--- src/rtl/sar_search.sv ---
// Successive-approximation search controller driving a 4-bit style magnitude comparator.
// Each probe drives a midpoint guess for one cycle, then samples the relation code.
module sar_search #(
    parameter int WIDTH = 4
) (
    input  logic             iClk,
    input  logic             iRst_n,
    input  logic             iStart,
    input  logic [2:0]       iCmp,
    output logic [WIDTH-1:0] oGuess,
    output logic [2:0]       oCascade,
    output logic             oBusy,
    output logic             oDone,
    output logic             oFound,
    output logic             oError,
    output logic [WIDTH-1:0] oResult,
    output logic [3:0]       oSteps
);

    // Handshake: iStart is a level request accepted only in IDLE or DONE; while
    // oBusy=1 it is ignored. oDone is a single-cycle pulse marking the DONE state.
    typedef enum logic [1:0] {
        IDLE   = 2'd0,
        DRIVE  = 2'd1,
        SAMPLE = 2'd2,
        DONE   = 2'd3
    } stateT;

    localparam logic [WIDTH-1:0] ALL_ONES = '1;

    stateT            state, stateNxt;
    logic [WIDTH-1:0] lo, loNxt;
    logic [WIDTH-1:0] hi, hiNxt;
    logic [WIDTH-1:0] guessNxt;
    logic [WIDTH-1:0] resultNxt;
    logic             foundNxt;
    logic             errorNxt;
    logic             doneNxt;
    logic             busyNxt;
    logic [3:0]       stepsNxt;
    logic [WIDTH:0]   midSum;
    logic             startReq;

    // Extra bit keeps lo+hi from wrapping before the halving shift.
    assign midSum   = {1'b0, lo} + {1'b0, hi};
    assign startReq = iStart && ((state == IDLE) || (state == DONE));
    assign oCascade = 3'b000;

    always_ff @(posedge iClk) begin
        if (!iRst_n) begin
            state   <= IDLE;
            lo      <= '0;
            hi      <= '0;
            oGuess  <= '0;
            oResult <= '0;
            oFound  <= 1'b0;
            oError  <= 1'b0;
            oDone   <= 1'b0;
            oBusy   <= 1'b0;
            oSteps  <= '0;
        end else begin
            state   <= stateNxt;
            lo      <= loNxt;
            hi      <= hiNxt;
            oGuess  <= guessNxt;
            oResult <= resultNxt;
            oFound  <= foundNxt;
            oError  <= errorNxt;
            oDone   <= doneNxt;
            oBusy   <= busyNxt;
            oSteps  <= stepsNxt;
        end
    end

    always_comb begin
        stateNxt  = state;
        loNxt     = lo;
        hiNxt     = hi;
        guessNxt  = oGuess;
        resultNxt = oResult;
        foundNxt  = oFound;
        errorNxt  = oError;
        stepsNxt  = oSteps;
        doneNxt   = 1'b0;

        case (state)
            IDLE: begin
                stateNxt = IDLE;
            end
            DRIVE: begin
                guessNxt = midSum[WIDTH:1];
                stateNxt = SAMPLE;
            end
            SAMPLE: begin
                stepsNxt = oSteps + 4'd1;
                case (iCmp)
                    3'b010: begin
                        resultNxt = oGuess;
                        foundNxt  = 1'b1;
                        stateNxt  = DONE;
                    end
                    3'b001: begin
                        if (oGuess == hi) begin
                            errorNxt = 1'b1;
                            stateNxt = DONE;
                        end else begin
                            loNxt    = oGuess + 1'b1;
                            stateNxt = DRIVE;
                        end
                    end
                    3'b100: begin
                        if (oGuess == lo) begin
                            errorNxt = 1'b1;
                            stateNxt = DONE;
                        end else begin
                            hiNxt    = oGuess - 1'b1;
                            stateNxt = DRIVE;
                        end
                    end
                    default: begin
                        errorNxt = 1'b1;
                        stateNxt = DONE;
                    end
                endcase
                doneNxt = (stateNxt == DONE);
            end
            DONE: begin
                stateNxt = IDLE;
            end
            default: begin
                stateNxt = IDLE;
            end
        endcase

        // A start from IDLE or DONE reinitialises the range regardless of branch above.
        if (startReq) begin
            loNxt     = '0;
            hiNxt     = ALL_ONES;
            stepsNxt  = '0;
            foundNxt  = 1'b0;
            errorNxt  = 1'b0;
            resultNxt = '0;
            stateNxt  = DRIVE;
        end

        busyNxt = (stateNxt == DRIVE) || (stateNxt == SAMPLE);
    end

endmodule

--- config.mk ---
export PLATFORM = sky130hd
export DESIGN_NAME = sar_search
export DESIGN_NICKNAME = d
export VERILOG_FILES = /design/src/rtl/sar_search.sv
export SDC_FILE = /design/constraint.sdc
export NUM_CORES = 1
export LEC_CHECK = 0
export BUFFER_PORTS_ARGS = -buffer_cell sky130_fd_sc_hd__buf_2
export CAP_MARGIN = 15
export CORE_AREA = 5 5 67 54
export CTS_BUF_LIST = sky130_fd_sc_hd__clkbuf_2
export DETAILED_ROUTE_END_ITERATION = 10
export DIE_AREA = 0 0 72 59
export GPL_TIMING_DRIVEN = 0
export PLACE_DENSITY = 0.86
export SYNTH_ARGS = -nofsm -noshare
export SYNTH_HDL_FRONTEND = slang
export SYNTH_SLANG_ARGS = --single-unit
--- constraint.sdc ---
create_clock -name iClk -period 1.7 [get_ports iClk]
set_input_delay 0.34 -clock iClk [delete_from_list [all_inputs] [get_ports iClk]]
set_output_delay 0.34 -clock iClk [all_outputs]
set_load 0.02 [all_outputs]
* Yosys cells after proc, flatten, opt, wreduce, memory -nomap -nowiden
Index checks and enable logic that the tools add are counted.
Cells by class: equality and inequality tests 14, add/sub/neg operators 4, reductions and logical operators 13, bitwise gates (word level) 3, multiplexer cells 13
Operators by type and width (number):
- two-way mux 4 bit | 4
- adder 4 x 1 -> 4 bit, second input constant | 2
- equality test 2 bit, second input constant | 4
- equality test 4 bit | 2
- two-way mux 2 bit | 4
- != test 2 bit, second input constant | 3
- one-hot mux 2 bit (3 select lines) | 1
- AND reduction 3 bit | 2
- adder 4 x 4 -> 5 bit | 1
- equality test 2 x 1 -> 1 bit, second input constant | 2
- one-hot mux 2 bit (2 select lines) | 1
- AND reduction 2 bit | 2
- AND reduction 4 bit | 1
- nonzero test 2 bit | 2
- OR reduction 2 bit | 2
- subtractor 4 x 1 -> 4 bit, second input constant | 1
- equality test 3 x 1 -> 1 bit, second input constant | 1
- equality test 3 x 2 -> 1 bit, second input constant | 1
- equality test 3 bit, second input constant | 1
- NOT 1 bit | 3
- one-hot mux 1 bit (3 select lines) | 1
- logical NOT 2 bit | 1
- logical OR 1 bit | 2
- two-way mux 1 bit | 2
- logical AND 1 bit | 1
Word-level totals: register bits after elaboration 26, logic and storage cells 57, input bits 6, output and inout bits 19

* Logic depth before layout (Yosys ltp)
Gate-level depths: netlist of run 1.
depth after elaboration 8, mapped depth 7, mapped depth without buffers 6

* Worst setup path after synthesis of run 1
No wires, ideal clock.
path kind flip-flop to flip-flop, from reg oGuess[0], to reg oBusy, stages on the path, launching flop included 6, required time 1.578 ns, path buffers 1, path slack 0.009 ns, arrival time 1.569 ns, path through dfxtp_1 -> buf_2 -> xor2_1 -> nor4_1 -> o41ai_2 -> o311a_1
Between the ends: longest elaborated chain between the ends 8, elaborated cells between the ends (all ways) 11
RTL lines:
- start, declared | RTL line 10 | output logic [WIDTH-1:0] oGuess,
- start signal, assigned | RTL line 65 | oGuess <= guessNxt;
- equality test 4 bit, on equally long branches | RTL line 112, 103
- two-way mux 2 bit, on equally long branches | RTL line 112, 103
- one-hot mux 2 bit (2 select lines) (*) | RTL line 96 | case (iCmp)
- two-way mux 2 bit (*) | RTL line 86 | case (state)
- one-hot mux 2 bit (3 select lines) (*) | RTL line 86
- two-way mux 2 bit (*) | RTL line 136 | if (startReq) begin
- equality test 2 x 1 -> 1 bit / equality test 2 bit (equally long branches) | RTL line 146 | busyNxt = (stateNxt == DRIVE) || (stateNxt == SAMPLE);
- logical OR 1 bit (*) | RTL line 146
- end signal, assigned | RTL line 70 | oBusy <= busyNxt;
- end, declared | RTL line 12 | output logic oBusy,
Mark *: on every way between the ends. The rest lies on a longest branch, timed or not. The select of a mux whose other input is x is not followed. A chain may end at the register's enable or synchronous reset.

* Final worst setup path of run 1
from reg state[0], to reg lo[1]
Between the ends: longest elaborated chain between the ends 4, elaborated cells between the ends (all ways) 7
RTL lines:
- start, declared | RTL line 31 | stateT state, stateNxt;
- start signal, assigned | RTL line 62 | state <= stateNxt;
- equality test 2 bit / logical NOT 2 bit (equally long branches) | RTL line 46 | assign startReq = iStart && ((state == IDLE) || (state == DONE));
- logical OR 1 bit | RTL line 46
- logical AND 1 bit | RTL line 46
- OR reduction 2 bit (no line)
- end signal, assigned | RTL line 63 | lo <= loNxt;
- end, declared | RTL line 32 | logic [WIDTH-1:0] lo, loNxt;
Several ways; a longest one is shown, not always the timed one.

==> out/summary.log, run 1 <==
[synthesis] synthesized flop and latch total 26
[clock_network] count of hold-fix buffers inserted at cts 0
[final_layout] post-synthesis to final-layout area growth 27.57%
[synthesis] dominant synthesized flop cell sky130_fd_sc_hd__dfxtp_1
[sta] final-report hold violation count 0
[synthesis] leading post-synthesis cells by instance count 26 x sky130_fd_sc_hd__dfxtp_1, 15 x sky130_fd_sc_hd__nor2_1, 13 x sky130_fd_sc_hd__mux2i_1, 11 x sky130_fd_sc_hd__xor2_1
[grt] antenna violations before repair 0
[synthesis] number of instances in the synthesized netlist 145
[grt] vias in the first global route 1113
[final_layout] multi-input logic area 975.9 sq um
[synthesis] biggest area contributors in the synthesized netlist sky130_fd_sc_hd__dfxtp_1 36%, sky130_fd_sc_hd__mux2i_1 9.0%, sky130_fd_sc_hd__ha_1 6.9%
[sta] post-layout min period 1.697 ns
[placed_design] I/O Buffers 21
[sta] unrepaired setup endpoints after global routing yes
[synthesis] Netlist Area Pre-Place 1448 sq um
[power] Worst IR Drop VDD 0.7964 mV
[clock_network] CTS root buf sky130_fd_sc_hd__clkbuf_2
[final_layout] number of inserted filler cells in the final layout 229
[floorplan] number of rows in the core area 17
[clock_network] Clock Pin Slew Worst Setup and Hold Paths 0.26 ns
[power] static power due to leakage 0.0008708 uW
[grt] maximum number of pins on one net before global-route repair 16
[final_layout] fraction of final layout cells with drive strength greater than 1 37.14%
[final_layout] antenna cell count 0
[power] Total Power 2187 uW
[clock_network] sink count of the clock tree 26
[clock_network] clock insertion delay at the later pin of the skew report 0.38 ns
[floorplan] Initial Utilization 50.79%
[placed_design] GPL Wtd Cong 0.8692
[drt] Total Routed Length 3.353 mm
[drt] post-DR vias/cell 5.380
[hold_path] path type of the worst min-delay path in -> reg
[synthesis] average cell area after synthesis 9.984 sq um
[grt] GRT Util Overall 15.79%
[floorplan] core area 2850 sq um
[drt] antenna violation net count after detailed routing 0
[grt] global-route wire length before repair 5.237 mm
[sta] final-report max-slew violation count 0
[worst_setup_path] category of the critical setup timing path reg -> reg
[drt] number of vias after detailed routing 1146
[placed_design] pre-CTS setup slack -0.1301 ns
[synthesis] fraction of post-synthesis cell area in the top cell type by area 35.96%
[worst_setup_path] Arr. time, crit path 2.00 ns
[worst_setup_path] nature of the critical path startpoint flip-flop
[synthesis] sequential share of the synthesized area 35.96%
[final_layout] sequential cell area 530.5 sq um
[final_layout] end-of-flow core utilization 64.79%
[worst_setup_path] data required time at the worst endpoint 2.00 ns
[floorplan] area of the die 4248 sq um
[synthesis] Post-synth ARST share 0%
[drt] DRC violations left 0
[drt] final routed wire length divided by cell count 15.74 um
[grt] Congestion Overflow GR 0
[placed_design] placed wire-length estimate after detailed placement 2.301 mm
[synthesis] most used standard cell by instance count after synthesis sky130_fd_sc_hd__dfxtp_1
[clock_network] CTS tree yes
[synthesis] Syn. warnings 0
[worst_setup_path] Setup crit end kind flip-flop
[clock_network] Clock Tree Buf Depth 2
[sta] Worst Skew 0.003215 ns
[synthesis] number of distinct standard cells referenced by the synthesized netlist 37
[clock_network] level count of the clock H-tree 1
[worst_setup_path] CP max FO 10
[status] result of the run finished clean
[synthesis] library cell with the largest summed area after synthesis sky130_fd_sc_hd__dfxtp_1
[sta] final critical-path share of the clock period 99.80%
[drt] 1st-pass router iterations 4
[drt] starting DRC count in detailed routing 49
[clock_network] total CTS buffers 3
[floorplan] Die Ht 59 um
[job] reported max-cap violation count 0
[sta] # setup viols final 0
[floorplan] I/O Pins 25
[final_layout] final-stage net count 191
[sta] upper clock frequency limit 589.4 MHz
[synthesis] number of synthesized flops with an enable pin 0
[floorplan] chip width 72 um
[sta] setup ws final 0.003394 ns
[power] power per cell area 1184 nW/um^2
[power by group]
group          total [uW]  leakage [uW]  internal, uW  switching (uW)
registers             828      0.000215           707             122
clock network         405     0.0000266           202             203
logic                 953      0.000629           416             538
total                2190      0.000871          1320             862
[sequential cells by signal (all words and copies together) (netlist names)]
signal,flops
oBusy,1
oError,1
lo,4
oDone,1
state,2
oFound,1
oSteps,4
oResult,4
oGuess,4
hi,4
[cell usage in the layout (no fill, tap or decap), types with 4 or more instances in the layout]
master and count:
sky130_fd_sc_hd__inv_1 8, sky130_fd_sc_hd__ha_1 8, sky130_fd_sc_hd__buf_4 8, sky130_fd_sc_hd__nand2_1 6
sky130_fd_sc_hd__clkbuf_2 4, sky130_fd_sc_hd__dfxtp_1 20, sky130_fd_sc_hd__xor2_2 4, sky130_fd_sc_hd__nor2_1 15
sky130_fd_sc_hd__xor2_4 4, sky130_fd_sc_hd__mux2i_1 12, sky130_fd_sc_hd__xor2_1 5, sky130_fd_sc_hd__buf_2 23
sky130_fd_sc_hd__dfxtp_2 5
[what timing repair did]
action	CTS	global route
buffers inserted	5	0
pin swaps	6	4
resized for setup	14	23
endpoints found under the setup margin	18	14
hold endpoints to repair	0	0
[area by class of cell]
class	instances	area share, %
clock buffer	3	0.8130
inverter	8	1.626
sequential	26	28.73
buffer	10	4.065
multi-input combinational	101	52.85
clock inverter	1	1.626
tap	38	2.575
timing repair buffer	26	7.724
[critical path, stage by stage, from the launching register on]
cell and delay (ns):
sky130_fd_sc_hd__dfxtp_2 0.39, sky130_fd_sc_hd__inv_1 0.04, sky130_fd_sc_hd__ha_1 0.22, sky130_fd_sc_hd__buf_6 0.15, sky130_fd_sc_hd__and4bb_2 0.25, sky130_fd_sc_hd__o41ai_4 0.05, sky130_fd_sc_hd__buf_4 0.20, sky130_fd_sc_hd__mux2i_1 0.24
sky130_fd_sc_hd__nor2_1 0.08
[path summary, 6_finish.rpt]
path | slack (ns) | end | startpoint | depth (start not counted)
min | 0.23 | hi[0]$_SDFFE_PN0P_ | iRst_n | 2
max | 0.003 | lo[1]$_SDFFE_PP0P_ | state[0]$_SDFF_PN0_ | 8
min reg2reg | 0.50 | oFound$_SDFFE_PP0P_ | oFound$_SDFFE_PP0P_ | 2
max reg2reg | 0.003 | lo[1]$_SDFFE_PP0P_ | state[0]$_SDFF_PN0_ | 8
[routing by layer]
metal | part of all wire, % | routed length [um] | track usage [%]
met5 | 0 | 0 | 0
met4 | 1.7 | 58 | 3.217
met3 | 4.6 | 155 | 4.237
met2 | 51 | 1695 | 28.80
met1 | 43 | 1444 | 18.72
[metrics by stage]
step           cell area (sq um)  cells  TNS [ns]  hold slack (ns)
6_report                    1847    213         0           0.2350
3_3_place_gp                1608    206  -0.06322           0.4446
4_1_cts                     1759    215         0           0.2386
5_1_grt                     1847    213  -0.05126           0.2099
3_5_place_dp                1608    206   -0.4792           0.4540
2_1_floorplan               1455    147         0           0.4933
[kinds of logic after synthesis]
kind of cell,share of synthesized area [%]
xor gates and xnor gates,10.72
AOI/OAI and AO/OA,13.92
adders and majority gates,8.298
muxes,8.988
buffers and inverters,6.914
other,0.2590
and+or+nand+nor,14.95
DFF,35.96
Note: power is estimated with default switching activity, not from simulation.
==> inputs of run 2 (changes only) <==
Settings changed: CELL_PAD_IN_SITES_DETAIL_PLACEMENT set to 0, CELL_PAD_IN_SITES_GLOBAL_PLACEMENT set to 2, CORE_AREA 5 5 67 54 to 5 5 84 67, DIE_AREA 0 0 72 59 to 0 0 89 72, PLACE_DENSITY 0.86 to 0.84.
==> run 2 against run 1 <==
Non-clock buffer count is 3 higher. Cell count grew 12%. Via count down 3.8%. Routed wire length shrank 7.6%. Critical path type unchanged. Critical endpoint is now oBusy$_SDFF_PN0_.
==> out/summary.log, run 2 (synthesis gave the netlist of run 1 again) <==
[status] result of the run finished clean
[sta] tightest hold margin 0.2624 ns
[final_layout] final design instance area without fill 1849 sq um
[floorplan] area of the die 6408 sq um
[drt] starting DRC count in detailed routing 19
[grt] antenna violations before repair 0
[sta] unrepaired setup endpoints after global routing yes
[power] static power due to leakage 0.0008837 uW
[floorplan] chip width 89 um
[sta] upper clock frequency limit 601.4 MHz
[worst_setup_path] nature of the critical path startpoint flip-flop
[worst_setup_path] CP max FO 6
[worst_setup_path] Arr. time, crit path 1.94 ns
[worst_setup_path] data required time at the worst endpoint 1.98 ns
[sta] final-report max-slew violation count 0
[drt] Total Routed Length 3.099 mm
[grt] global-route wire length before repair 5.154 mm
[placed_design] placed wire-length estimate after detailed placement 2.386 mm
[sta] final critical-path share of the clock period 97.81%
[grt] Congestion Overflow GR 0
[worst_setup_path] slowest cell on the critical path sky130_fd_sc_hd__dfxtp_2
[power] internal power component 1311 uW
[drt] post-DR vias/cell 4.630
[grt] maximum number of pins on one net before global-route repair 16
[power] net switching component of the power 797.4 uW
[sta] Worst Skew 0.004744 ns
[sta] post-layout min period 1.663 ns
[final_layout] sequential cell area 526.8 sq um
[sta] final-report hold violation count 0
[power] power per cell area 1140 nW/um^2
[final_layout] commonest non-fill, non-tap cells in the layout 23 x sky130_fd_sc_hd__buf_2, 21 x sky130_fd_sc_hd__dfxtp_1, 15 x sky130_fd_sc_hd__nor2_1
[placed_design] I/O Buffers 21
[power] Worst IR Drop VDD 0.6537 mV
[clock_network] Clock Tree Buf Depth 2
[drt] DRC violations left 0
[clock_network] Clock Pin Slew Worst Setup and Hold Paths 0.23 ns
[clock_network] total CTS buffers 3
[worst_setup_path] cell-by-cell trace of the critical path clkbuf_4 -> xor2_2 -> nor4_4 -> nor4b_2 -> buf_4 -> o311a_1
[drt] antenna violation net count after detailed routing 0
[final_layout] post-synthesis to final-layout area growth 27.74%
[power] part of the power in combinational logic 44.6%
[grt] GRT Util Overall 9.942%
[floorplan] number of rows in the core area 22
[worst_setup_path] Reg2Reg Setup Slack 0.04 ns
[worst_setup_path] category of the critical setup timing path reg -> reg
[floorplan] Initial Utilization 30.75%
[final_layout] antenna cell count 0
[floorplan] core area 4707 sq um
[grt] vias in the first global route 1078
[drt] number of vias after detailed routing 1102
[floorplan] I/O Pins 25
[power] share of total power consumed by net switching 37.81%
[hold_path] path type of the worst min-delay path in -> reg
[placed_design] DP Area 1635 sq um
[clock_network] CTS tree yes
[clock_network] clock insertion delay at the later pin of the skew report 0.36 ns
[final_layout] final-stage net count 194
[clock_network] CTS root buf sky130_fd_sc_hd__clkbuf_2
[power] clock network fraction of design power 18.3%
[sta] Total Neg Setup Slack 0 ns
[worst_setup_path] delay of the slowest critical-path stage 0.37 ns
[final_layout] fraction of final layout cells with drive strength greater than 1 36.52%
[clock_network] level count of the clock H-tree 1
[sta] # setup viols final 0
[power] sequential group share of total power 37.1%
[placed_design] GPL Wtd Cong 0.8113
[floorplan] Die Ht 72 um
[drt] 1st-pass router iterations 4
[final_layout] most frequent standard cell in the layout excluding fill and tap cells sky130_fd_sc_hd__buf_2
[final_layout] multi-input logic area 933.4 sq um
[worst_setup_path] Setup crit end kind flip-flop
[final_layout] post-layout instance count excluding filler cells 238
[job] reported max-cap violation count 0
[drt] final routed wire length divided by cell count 13.02 um
[placed_design] number of cells after detailed placement 228
[final_layout] number of inserted filler cells in the final layout 457
[clock_network] sink count of the clock tree 26
run 2: changes by cell type in the layout (fill, tap and decap cells not counted), sizes merged:
cell / before / now
clkbuf: 5 / 6
buf: 34 / 36
run 2: path summary, 6_finish.rpt:
path                           from             endpoint  cells after the start
max          oGuess[3]$_SDFFE_PN0N_     oBusy$_SDFF_PN0_                      6
min                          iRst_n   hi[0]$_SDFFE_PN0P_                      2
max reg2reg  oGuess[3]$_SDFFE_PN0N_     oBusy$_SDFF_PN0_                      6
min reg2reg     oFound$_SDFFE_PP0P_  oFound$_SDFFE_PP0P_                      2
run 2: final cells by class:
cell class / instances / area share, %
sequential: 26 / 28.48
inverter: 8 / 1.624
clock buffer: 3 / 0.8119
multi-input combinational: 101 / 50.47
timing repair buffer: 28 / 8.525
buffer: 11 / 4.398
tap: 60 / 4.060
clock inverter: 1 / 1.624
run 2: power groups by stage:
stage,clock (uW),combinational [uW],sequential (uW)
after global routing,424,1040,793
after CTS,401,856,766
final,387,940,782
after floorplan,0,549,822
after detailed placement,0,788,777
after global placement,0,775,772
run 2: metrics by stage:
stage	worst slack (ns)	total power [uW]	util, %
detailed placement	-0.04822	1564	34.74
finish	0.03727	2109	39.29
floorplan	0.009142	1371	-
global route	-0.02939	2256	39.29
CTS	-0.008350	2023	36.98
global placement	-0.04771	1547	34.74
run 2: timing repair:
item,4_1_cts,5_1_grt
setup buffers,4,3
hold buffers,0,0
gates cloned,0,0
pin swaps,2,5
gates resized for setup,8,20
setup endpoints to repair,16,18
run 2: critical path, delay by kind of cell (launching register included):
| kind | cells | cell delay [ns] |
|---|---|---|
| flops | 1 | 0.37 |
| compound gates | 1 | 0.28 |
| xor+xnor | 1 | 0.20 |
| simple gates | 2 | 0.39 |
| buf+inv | 2 | 0.34 |
run 2: per-layer routing:
metal / vias to the layer above / share of wire (%) / track usage, %
met5: - / 0 / 0
met4: 0 / 0.65 / 0.9917
met3: 2 / 6.2 / 2.838
met2: 22 / 44 / 15.40
met1: 525 / 49 / 14.24
li1: 553 / - / -
==> inputs of run 3 (changes only) <==
Settings changed: CELL_PAD_IN_SITES_GLOBAL_PLACEMENT 2 to 1, CORE_AREA 5 5 84 67 to 5 5 78 62, CTS_BUF_LIST sky130_fd_sc_hd__clkbuf_2 to sky130_fd_sc_hd__clkbuf_16, DIE_AREA 0 0 89 72 to 0 0 83 67, PLACE_DENSITY 0.84 to 0.82, SETUP_SLACK_MARGIN set to 0.1.
==> run 3 against run 2 <==
Core utilization up 11 points. Worst hold slack better by 0.14 ns. Clock-buffer cell count unchanged. Die area down 13%. Critical endpoint is now hi[2]$_SDFFE_PN0P_. Largest cell class unchanged.
==> out/summary.log, run 3 (synthesis gave the netlist of run 1 again) <==
[placed_design] GPL Wtd Cong 0.8746
[clock_network] CTS tree yes
[drt] antenna violation net count after detailed routing 0
[floorplan] I/O Pins 25
[final_layout] commonest non-fill, non-tap cells in the layout 24 x sky130_fd_sc_hd__buf_2, 20 x sky130_fd_sc_hd__dfxtp_1, 15 x sky130_fd_sc_hd__nor2_1
[sta] post-layout min period 1.583 ns
[grt] antenna violations before repair 0
[power] Worst IR Drop VDD 1.027 mV
[power] part of the power in combinational logic 41.0%
[worst_setup_path] Register-to-Register Path Depth 6
[grt] Congestion Overflow GR 0
[floorplan] core area 3954 sq um
[status] result of the run finished clean
[grt] global-route wire length before repair 5.644 mm
[drt] 1st-pass router iterations 4
[clock_network] Clock Tree Buf Depth 2
[power] net switching component of the power 870.1 uW
[floorplan] area of the die 5561 sq um
[power] clock network fraction of design power 27.5%
[grt] vias in the first global route 1163
[grt] maximum number of pins on one net before global-route repair 16
[sta] final critical-path share of the clock period 93.12%
[sta] slew at the pin with the worst max-slew slack 0.4926 ns
[drt] number of vias after detailed routing 1141
[floorplan] number of rows in the core area 20
[job] reported max-cap violation count 0
[worst_setup_path] category of the critical setup timing path reg -> reg
[final_layout] end-of-flow core utilization 49.84%
[clock_network] Clock Pin Slew Worst Setup and Hold Paths 0.07 ns
[sta] final-report hold violation count 0
[clock_network] clock insertion delay at the later pin of the skew report 0.26 ns
[drt] Total Routed Length 3.319 mm
[clock_network] total CTS buffers 3
[floorplan] chip width 83 um
[sta] Worst Skew 0.002553 ns
[hold_path] path type of the worst min-delay path in -> reg
[sta] # setup viols final 0
[worst_setup_path] CP max FO 4
[placed_design] I/O Buffers 21
[worst_setup_path] nature of the critical path startpoint flip-flop
[placed_design] placed wire-length estimate after detailed placement 2.477 mm
[worst_setup_path] Arr. time, crit path 1.73 ns
[grt] GRT Util Overall 12.56%
[hold_path] number of instances on the worst hold path 2
[clock_network] level count of the clock H-tree 1
[sta] final-report max-slew violation count 0
[power] static power due to leakage 0.0009369 uW
[final_layout] final-stage net count 197
[final_layout] antenna cell count 0
[worst_setup_path] Setup crit end kind flip-flop
[sta] Total Neg Setup Slack 0 ns
[floorplan] Initial Utilization 36.61%
[drt] starting DRC count in detailed routing 52
[sta] Slew Limit Headroom 66.80%
[power] share of total power consumed by net switching 34.82%
[final_layout] most frequent standard cell in the layout excluding fill and tap cells sky130_fd_sc_hd__buf_2
[power] power per cell area 1268 nW/um^2
[sta] unrepaired setup endpoints after global routing yes
[power] sequential group share of total power 31.6%
[floorplan] Die Ht 67 um
[clock_network] sink count of the clock tree 26
[drt] post-DR vias/cell 4.835
[final_layout] fraction of final layout cells with drive strength greater than 1 39.78%
[drt] DRC violations left 0
[drt] final routed wire length divided by cell count 14.06 um
[power] internal power component 1629 uW
[final_layout] post-synthesis to final-layout area growth 36.13%
[worst_setup_path] data required time at the worst endpoint 1.85 ns
[clock_network] CTS root buf sky130_fd_sc_hd__clkbuf_16
[sta] upper clock frequency limit 631.7 MHz
-- run 3: cell count changes in the layout (fill, tap and decap cells not counted), sizes merged --
cell	change
buf	+4
clkbuf	-1
-- run 3: timing repair --
action                                  4_1_cts  5_1_grt
endpoints found under the setup margin       20       20
setup buffers                                 7        3
hold buffers                                  0        0
pin swaps                                     7        6
gates resized for setup                      13       11
-- run 3: layout make-up --
cell class                 instances  area (sq um)
buffer                            12         103.9
clock buffer                       3         75.07
clock inverter                     1         30.03
fill                             389          1983
inverter                           8         30.03
multi-input combinational        101         962.2
sequential                        26         528.0
tap                               55         68.82
timing repair buffer              30         172.7
-- run 3: layer usage --
layer  vias up  global-route usage (%)  part of all wire, %
li1        554                       -                    -
met1       557                   15.90                   47
met2        25                   21.10                   47
met3         5                   3.956                  4.8
met4         0                   2.653                 0.87
met5         -                       0                    0
-- run 3: stage by stage --
step	instance area [sq um]	total power, uW	std cells	setup slack [ns]	hold WS (ns)
final	1971	2499	236	0.1169	0.4044
after global routing	1971	2644	236	0.04995	0.4059
after CTS	1903	2438	233	0.09749	0.3981
after detailed placement	1684	1637	223	-0.04902	0.4552
after global placement	1684	1604	223	-0.01769	0.4446
after floorplan	1510	1430	147	0.1183	0.4933
-- run 3: critical path: stages, from the launching register on --
cell and delay [ns]:
sky130_fd_sc_hd__dfxtp_2 0.34, sky130_fd_sc_hd__buf_8 0.13, sky130_fd_sc_hd__xor2_4 0.18, sky130_fd_sc_hd__o41ai_4 0.33, sky130_fd_sc_hd__buf_4 0.20, sky130_fd_sc_hd__mux2i_1 0.21
sky130_fd_sc_hd__a21boi_1 0.08
-- run 3: final timing paths --
check | from | endpoint | slack (ns)
worst max-delay path | oGuess[1]$_SDFFE_PN0N_ | hi[2]$_SDFFE_PN0P_ | 0.12
worst min-delay path | iRst_n | hi[2]$_SDFFE_PN0P_ | 0.40
worst max register to register | oGuess[1]$_SDFFE_PN0N_ | hi[2]$_SDFFE_PN0P_ | 0.12
worst min register to register | oFound$_SDFFE_PP0P_ | oFound$_SDFFE_PP0P_ | 0.47
-- run 3: power groups by stage --
stage	combinational [uW]	clock [uW]	sequential, uW
finish	1020	687	789
floorplan	595	0	835
global placement	823	0	782
global route	1110	728	801
detailed placement	846	0	791
CTS	964	693	781
